**src/rtl/nco_sweep_ctrl.sv**
```systemverilog
// Stepped linear phase-increment sweep generator feeding the NCO (phi_inc_o / clken_o).
// Define NCO_SWEEP_TRI_EN to build a triangle (up/down) sweep instead of the default sawtooth.
module nco_sweep_ctrl #(
    parameter int apr = 32,
    parameter int nsw = 16,
    parameter int dww = 16
) (
    input  logic           clk,
    input  logic           reset_n,
    input  logic [apr-1:0] cfg_start_inc,
    input  logic [apr-1:0] cfg_step_inc,
    input  logic [nsw-1:0] cfg_num_steps,
    input  logic [dww-1:0] cfg_dwell,
    input  logic           cfg_cont,
    input  logic           start,
    input  logic           abort,
    output logic [apr-1:0] phi_inc_o,
    output logic           clken_o,
    output logic           busy,
    output logic           step_strobe,
    output logic           done,
    output logic [nsw-1:0] step_idx
);

    typedef enum logic {IDLE, RUN} state_t;

    state_t         state_q;
    logic [apr-1:0] step_q;
    logic [nsw-1:0] nsteps_q;
    logic [dww-1:0] dwell_q;
    logic           cont_q;
    logic [dww-1:0] dwell_cnt_q;
    logic [apr-1:0] phi_q;
    logic [nsw-1:0] idx_q;
    logic           clken_q, busy_q, strobe_q, done_q;
`ifdef NCO_SWEEP_TRI_EN
    logic           dir_q;   // 0 = ascending, 1 = descending
`else
    logic [apr-1:0] start_q;
`endif

    always_ff @(posedge clk) begin
        if (!reset_n) begin
            state_q     <= IDLE;
            step_q      <= '0;
            nsteps_q    <= '0;
            dwell_q     <= '0;
            cont_q      <= 1'b0;
            dwell_cnt_q <= '0;
            phi_q       <= '0;
            idx_q       <= '0;
            clken_q     <= 1'b0;
            busy_q      <= 1'b0;
            strobe_q    <= 1'b0;
            done_q      <= 1'b0;
`ifdef NCO_SWEEP_TRI_EN
            dir_q       <= 1'b0;
`else
            start_q     <= '0;
`endif
        end else begin
            strobe_q <= 1'b0;
            done_q   <= 1'b0;
            if (abort) begin
                // Abort outranks start and terminal count; increment and index are frozen.
                state_q <= IDLE;
                busy_q  <= 1'b0;
                clken_q <= 1'b0;
            end else begin
                case (state_q)
                    IDLE: begin
                        if (start) begin
                            step_q      <= cfg_step_inc;
                            nsteps_q    <= cfg_num_steps;
                            dwell_q     <= cfg_dwell;
                            cont_q      <= cfg_cont;
                            state_q     <= RUN;
                            busy_q      <= 1'b1;
                            clken_q     <= 1'b1;
                            phi_q       <= cfg_start_inc;
                            idx_q       <= '0;
                            dwell_cnt_q <= '0;
`ifdef NCO_SWEEP_TRI_EN
                            dir_q       <= 1'b0;
`else
                            start_q     <= cfg_start_inc;
`endif
                        end
                    end
                    RUN: begin
                        if (dwell_cnt_q != dwell_q) begin
                            dwell_cnt_q <= dwell_cnt_q + dww'(1);
                        end else begin
                            dwell_cnt_q <= '0;
`ifdef NCO_SWEEP_TRI_EN
                            if (!dir_q && idx_q != nsteps_q) begin
                                phi_q    <= phi_q + step_q;
                                idx_q    <= idx_q + nsw'(1);
                                strobe_q <= 1'b1;
                            end else if (!dir_q && nsteps_q != '0) begin
                                // Peak reached: turn around immediately so the top value is held only one dwell.
                                dir_q    <= 1'b1;
                                phi_q    <= phi_q - step_q;
                                idx_q    <= idx_q - nsw'(1);
                                strobe_q <= 1'b1;
                            end else if (dir_q && idx_q != '0) begin
                                phi_q    <= phi_q - step_q;
                                idx_q    <= idx_q - nsw'(1);
                                strobe_q <= 1'b1;
                            end else begin
                                done_q <= 1'b1;
                                if (cont_q) begin
                                    dir_q <= 1'b0;
                                    if (nsteps_q != '0) begin
                                        phi_q    <= phi_q + step_q;
                                        idx_q    <= idx_q + nsw'(1);
                                        strobe_q <= 1'b1;
                                    end
                                end else begin
                                    state_q <= IDLE;
                                    busy_q  <= 1'b0;
                                    clken_q <= 1'b0;
                                end
                            end
`else
                            if (idx_q != nsteps_q) begin
                                phi_q    <= phi_q + step_q;
                                idx_q    <= idx_q + nsw'(1);
                                strobe_q <= 1'b1;
                            end else begin
                                done_q <= 1'b1;
                                if (cont_q) begin
                                    phi_q    <= start_q;
                                    idx_q    <= '0;
                                    strobe_q <= 1'b1;
                                end else begin
                                    state_q <= IDLE;
                                    busy_q  <= 1'b0;
                                    clken_q <= 1'b0;
                                end
                            end
`endif
                        end
                    end
                    default: state_q <= IDLE;
                endcase
            end
        end
    end

    assign phi_inc_o   = phi_q;
    assign clken_o     = clken_q;
    assign busy        = busy_q;
    assign step_strobe = strobe_q;
    assign done        = done_q;
    assign step_idx    = idx_q;

endmodule

```
**config.mk**
```make
export PLATFORM = sky130hd
export DESIGN_NAME = nco_sweep_ctrl
export DESIGN_NICKNAME = d
export VERILOG_FILES = /design/src/rtl/nco_sweep_ctrl.sv
export SDC_FILE = /design/constraint.sdc
export NUM_CORES = 1
export LEC_CHECK = 0
export BUFFER_PORTS_ARGS = -buffer_cell sky130_fd_sc_hd__buf_4
export CAP_MARGIN = 20
export CORE_ASPECT_RATIO = 1.4
export CORE_MARGIN = 2
export CORE_UTILIZATION = 45
export DETAILED_ROUTE_END_ITERATION = 6
export GPL_TIMING_DRIVEN = 0
export HOLD_SLACK_MARGIN = 0.1
export PLACE_DENSITY = 0.69
export SYNTH_ARGS = -nofsm -noshare
export SYNTH_HDL_FRONTEND = slang
export SYNTH_SLANG_ARGS = --single-unit
```
**constraint.sdc**
```tcl
create_clock -name clk -period 2.7 [get_ports clk]
set_input_delay 0.135 -clock clk [delete_from_list [all_inputs] [get_ports clk]]
set_output_delay 0.135 -clock clk [all_outputs]
set_load 0.01 [all_outputs]
```
==> results_dict.tcl <==
set metrics [dict create \
    fin_util_pct 64.1 \
    async_flop_share_pct 0 \
    period_needed_ps 2650 \
    timing.rr.start "phi_inc_o[2]" \
    worst_pin_slew_ps 874 \
    hpwlAfterDp_um 19900 \
    grt.total_usage_pct 27.8 \
    cp_data_required_time_ps 3030 \
    cts_tree "built" \
    routed_via_density 5.44 \
    status "complete, no violations" \
    grt_pass1_vias 8705 \
    synth_area_leaders "dfxtp_1 39%, nand2_1 12%, a21oi_1 9.4%" \
    drv_slew 0 \
    synth-seq-cells 165 \
    drc_errors 0 \
    std_cell_rows 59 \
    initial_utilization_pct 45.8 \
    synthCells 1100 \
    cts_buffers 17 \
    vias 8923 \
    maxCapViolCount 0 \
    report.power.total_mw 6.19 \
    post_dp_cell_area_mm2 0.00993 \
    grt-ovfl-total 0 \
    cts.sinks 165 \
    synth_warnings 0 \
    synthTopCellsByCount "264 x nand2_1, 165 x dfxtp_1, 160 x a21oi_1, 71 x nor2_1, 50 x xor2_1" \
    synth_top_family_by_area "simple AND/OR/NAND/NOR gates" \
    vdd.ir_drop.worst_mv 0.501 \
    ant_nets 0 \
    clock_path_buffers 2 \
    synth_edf_count 0 \
    max_freq_mhz 378 \
    synth_area_mm2 0.00848 \
    timing.final.crit_share_pct 98.1 \
    grt_max_degree 17 \
    synthAdderAreaFrac_pct 5.10 \
    seq_area_frac_synth_pct 38.9 \
    die_y_um 166 \
    synth_most_common_cell "nand2_1" \
    rsz0062_at_grt "true" \
    area_growth_pct 40.0 \
    min-delay-start "start_q[18]" \
    ys_types 62 \
    pre_cts_slack_ps -425 \
    p_leak_nw 4.90 \
    cts.clk_slew.worst_paths_ps 60 \
    gp_congestion 0.954 \
    synth-xor-area-share_pct 8.47 \
    clockRootBuffer "clkbuf_16" \
    drtIter0Drc 709 \
    antenna_found_initial 0 \
    hold_viol 0 \
    drive_above_1_share_pct 18.6 \
    path_class "reg2reg" \
    crit_path_max_fanout 5 \
    yosysTopAreaCell "dfxtp_1" \
    numPortBuffers 152 \
    io_pins 153 \
    core_mm2 0.0185 \
    nets 1517 \
    fin_ws_ps 51.3 \
    cp-end-kind "flip-flop" \
    start_kind "flip-flop" \
    syn_nets 1235 \
    min_path_type "reg2reg" \
    die-area_mm2 0.0200 \
    grt_pass1_wl_um 43500 \
    synth-compound-area-share_pct 20.5 \
    diodes 0 \
    synthMuxAreaShare_pct 0.959 \
    slew_headroom_pct 41.8 \
    syn_area_per_cell_um2 7.71 \
    skew_ps 9.50 \
    dr.pass1.iters 5 \
    wl_um 28400 \
    ys.flop_type "dfxtp_1" \
    worstHoldPathCells 2 \
    post_drt_wl_per_cell_um 17.3 \
    synth.top_cell.area_share_pct 38.9 \
    whs_ps 454 \
    power_density_mw_per_mm2 522 \
    ff2ff_path_depth 11 \
    arrival_ps 2980 \
    synthSimpleGateAreaFrac_pct 22.3 \
    cts-htree-levels 4 \
    design_area_mm2 0.0119 \
    clock_latency_ps 440 \
    cp-startpoint "phi_inc_o[2]" \
    die_w_um 120 \
    setup_violations 0 \
]
-- layout by cell type, fill, tap and decap left out, drive strengths merged, types with 2 or more instances in the layout --
cell,n
o21ai,37
and3,8
nor3,18
xnor2,32
dfxtp,165
a21oi,163
a31oi,5
a21o,13
a2111oi,4
and2,6
a41o,2
nand3,22
a22o,3
or3,13
nor2b,3
buf,177
a311oi,4
o22ai,4
o21a,5
bufinv,2
clkinvlp,4
xor2,50
clkbuf,70
a211oi,12
o21bai,5
nor4,15
dlygate4sd3,101
mux2i,7
nand4,9
nand2b,5
o31ai,4
inv,20
o211ai,18
nor2,73
ha,33
nand2,264
o41ai,2
-- cells by family after synthesis --
family          Yosys count
compound gates          291
xor+xnor                 82
flops                   165
simple gates            440
buf+inv                  80
mux                       8
fa+ha+maj                34
-- final timing paths --
check	endpoint	slack (ps)
worst min register to register	start_q[18]	450
worst max-delay path	phi_inc_o[27]	50
worst max register to register	phi_inc_o[27]	50
worst min-delay path	start_q[18]	450
-- what timing repair did --
| action | 4_1_cts | 5_1_grt |
|---|---|---|
| resized for setup | 19 | 49 |
| endpoints found under the hold margin | 121 | 0 |
| hold buffers | 101 | 0 |
| pin swaps | 6 | 17 |
| buffers inserted | 6 | 5 |
| setup endpoints to repair | 30 | 49 |
-- flip-flops by register name, indices dropped and copies added, names as in the netlist --
signal,flops
phi_inc_o,32
start_q,32
step_q,32
dwell_cnt_q,16
dwell_q,16
nsteps_q,16
step_idx,16
busy,1
cont_q,1
done,1
state_q,1
step_strobe,1
-- worst max-delay path: stages (launching register included) --
cell	delay (ps)
dfxtp_1	380
ha_4	330
o21ai_0	150
o21ai_2	250
nand4_1	120
buf_4	180
a21oi_4	170
o211ai_4	110
a21oi_4	260
xor2_1	210
mux2i_1	100
a311oi_1	290
-- where the power goes --
group | switching [mW] | internal (mW)
registers | 0.0888 | 2.54
logic | 0.621 | 0.493
clock network | 0.990 | 1.46
-- stage by stage --
step	TNS [ps]	cells
floorplan	0	1100
global placement	-4390	1496
detailed placement	-4780	1496
CTS	-41.4	1635
global route	-111	1639
finish	0	1639
-- metal layers --
metal	share of wire (%)	global-route usage, %
met1	40	32.2
met2	51	48.6
met3	4.3	3.84
met4	4.1	15.4
met5	0	0
-- final cells by class --
type / instances / area, µm²
Buffer: 59 / 249
Clock buffer: 25 / 495
Clock inverter: 7 / 95.1
Fill cell: 1624 / 6660
Inverter: 20 / 75.1
Multi-Input combinational cell: 855 / 5110
Sequential cell: 165 / 3310
Tap cell: 244 / 305
Timing Repair Buffer: 264 / 2230
Note: power is estimated with default switching activity, not from simulation.
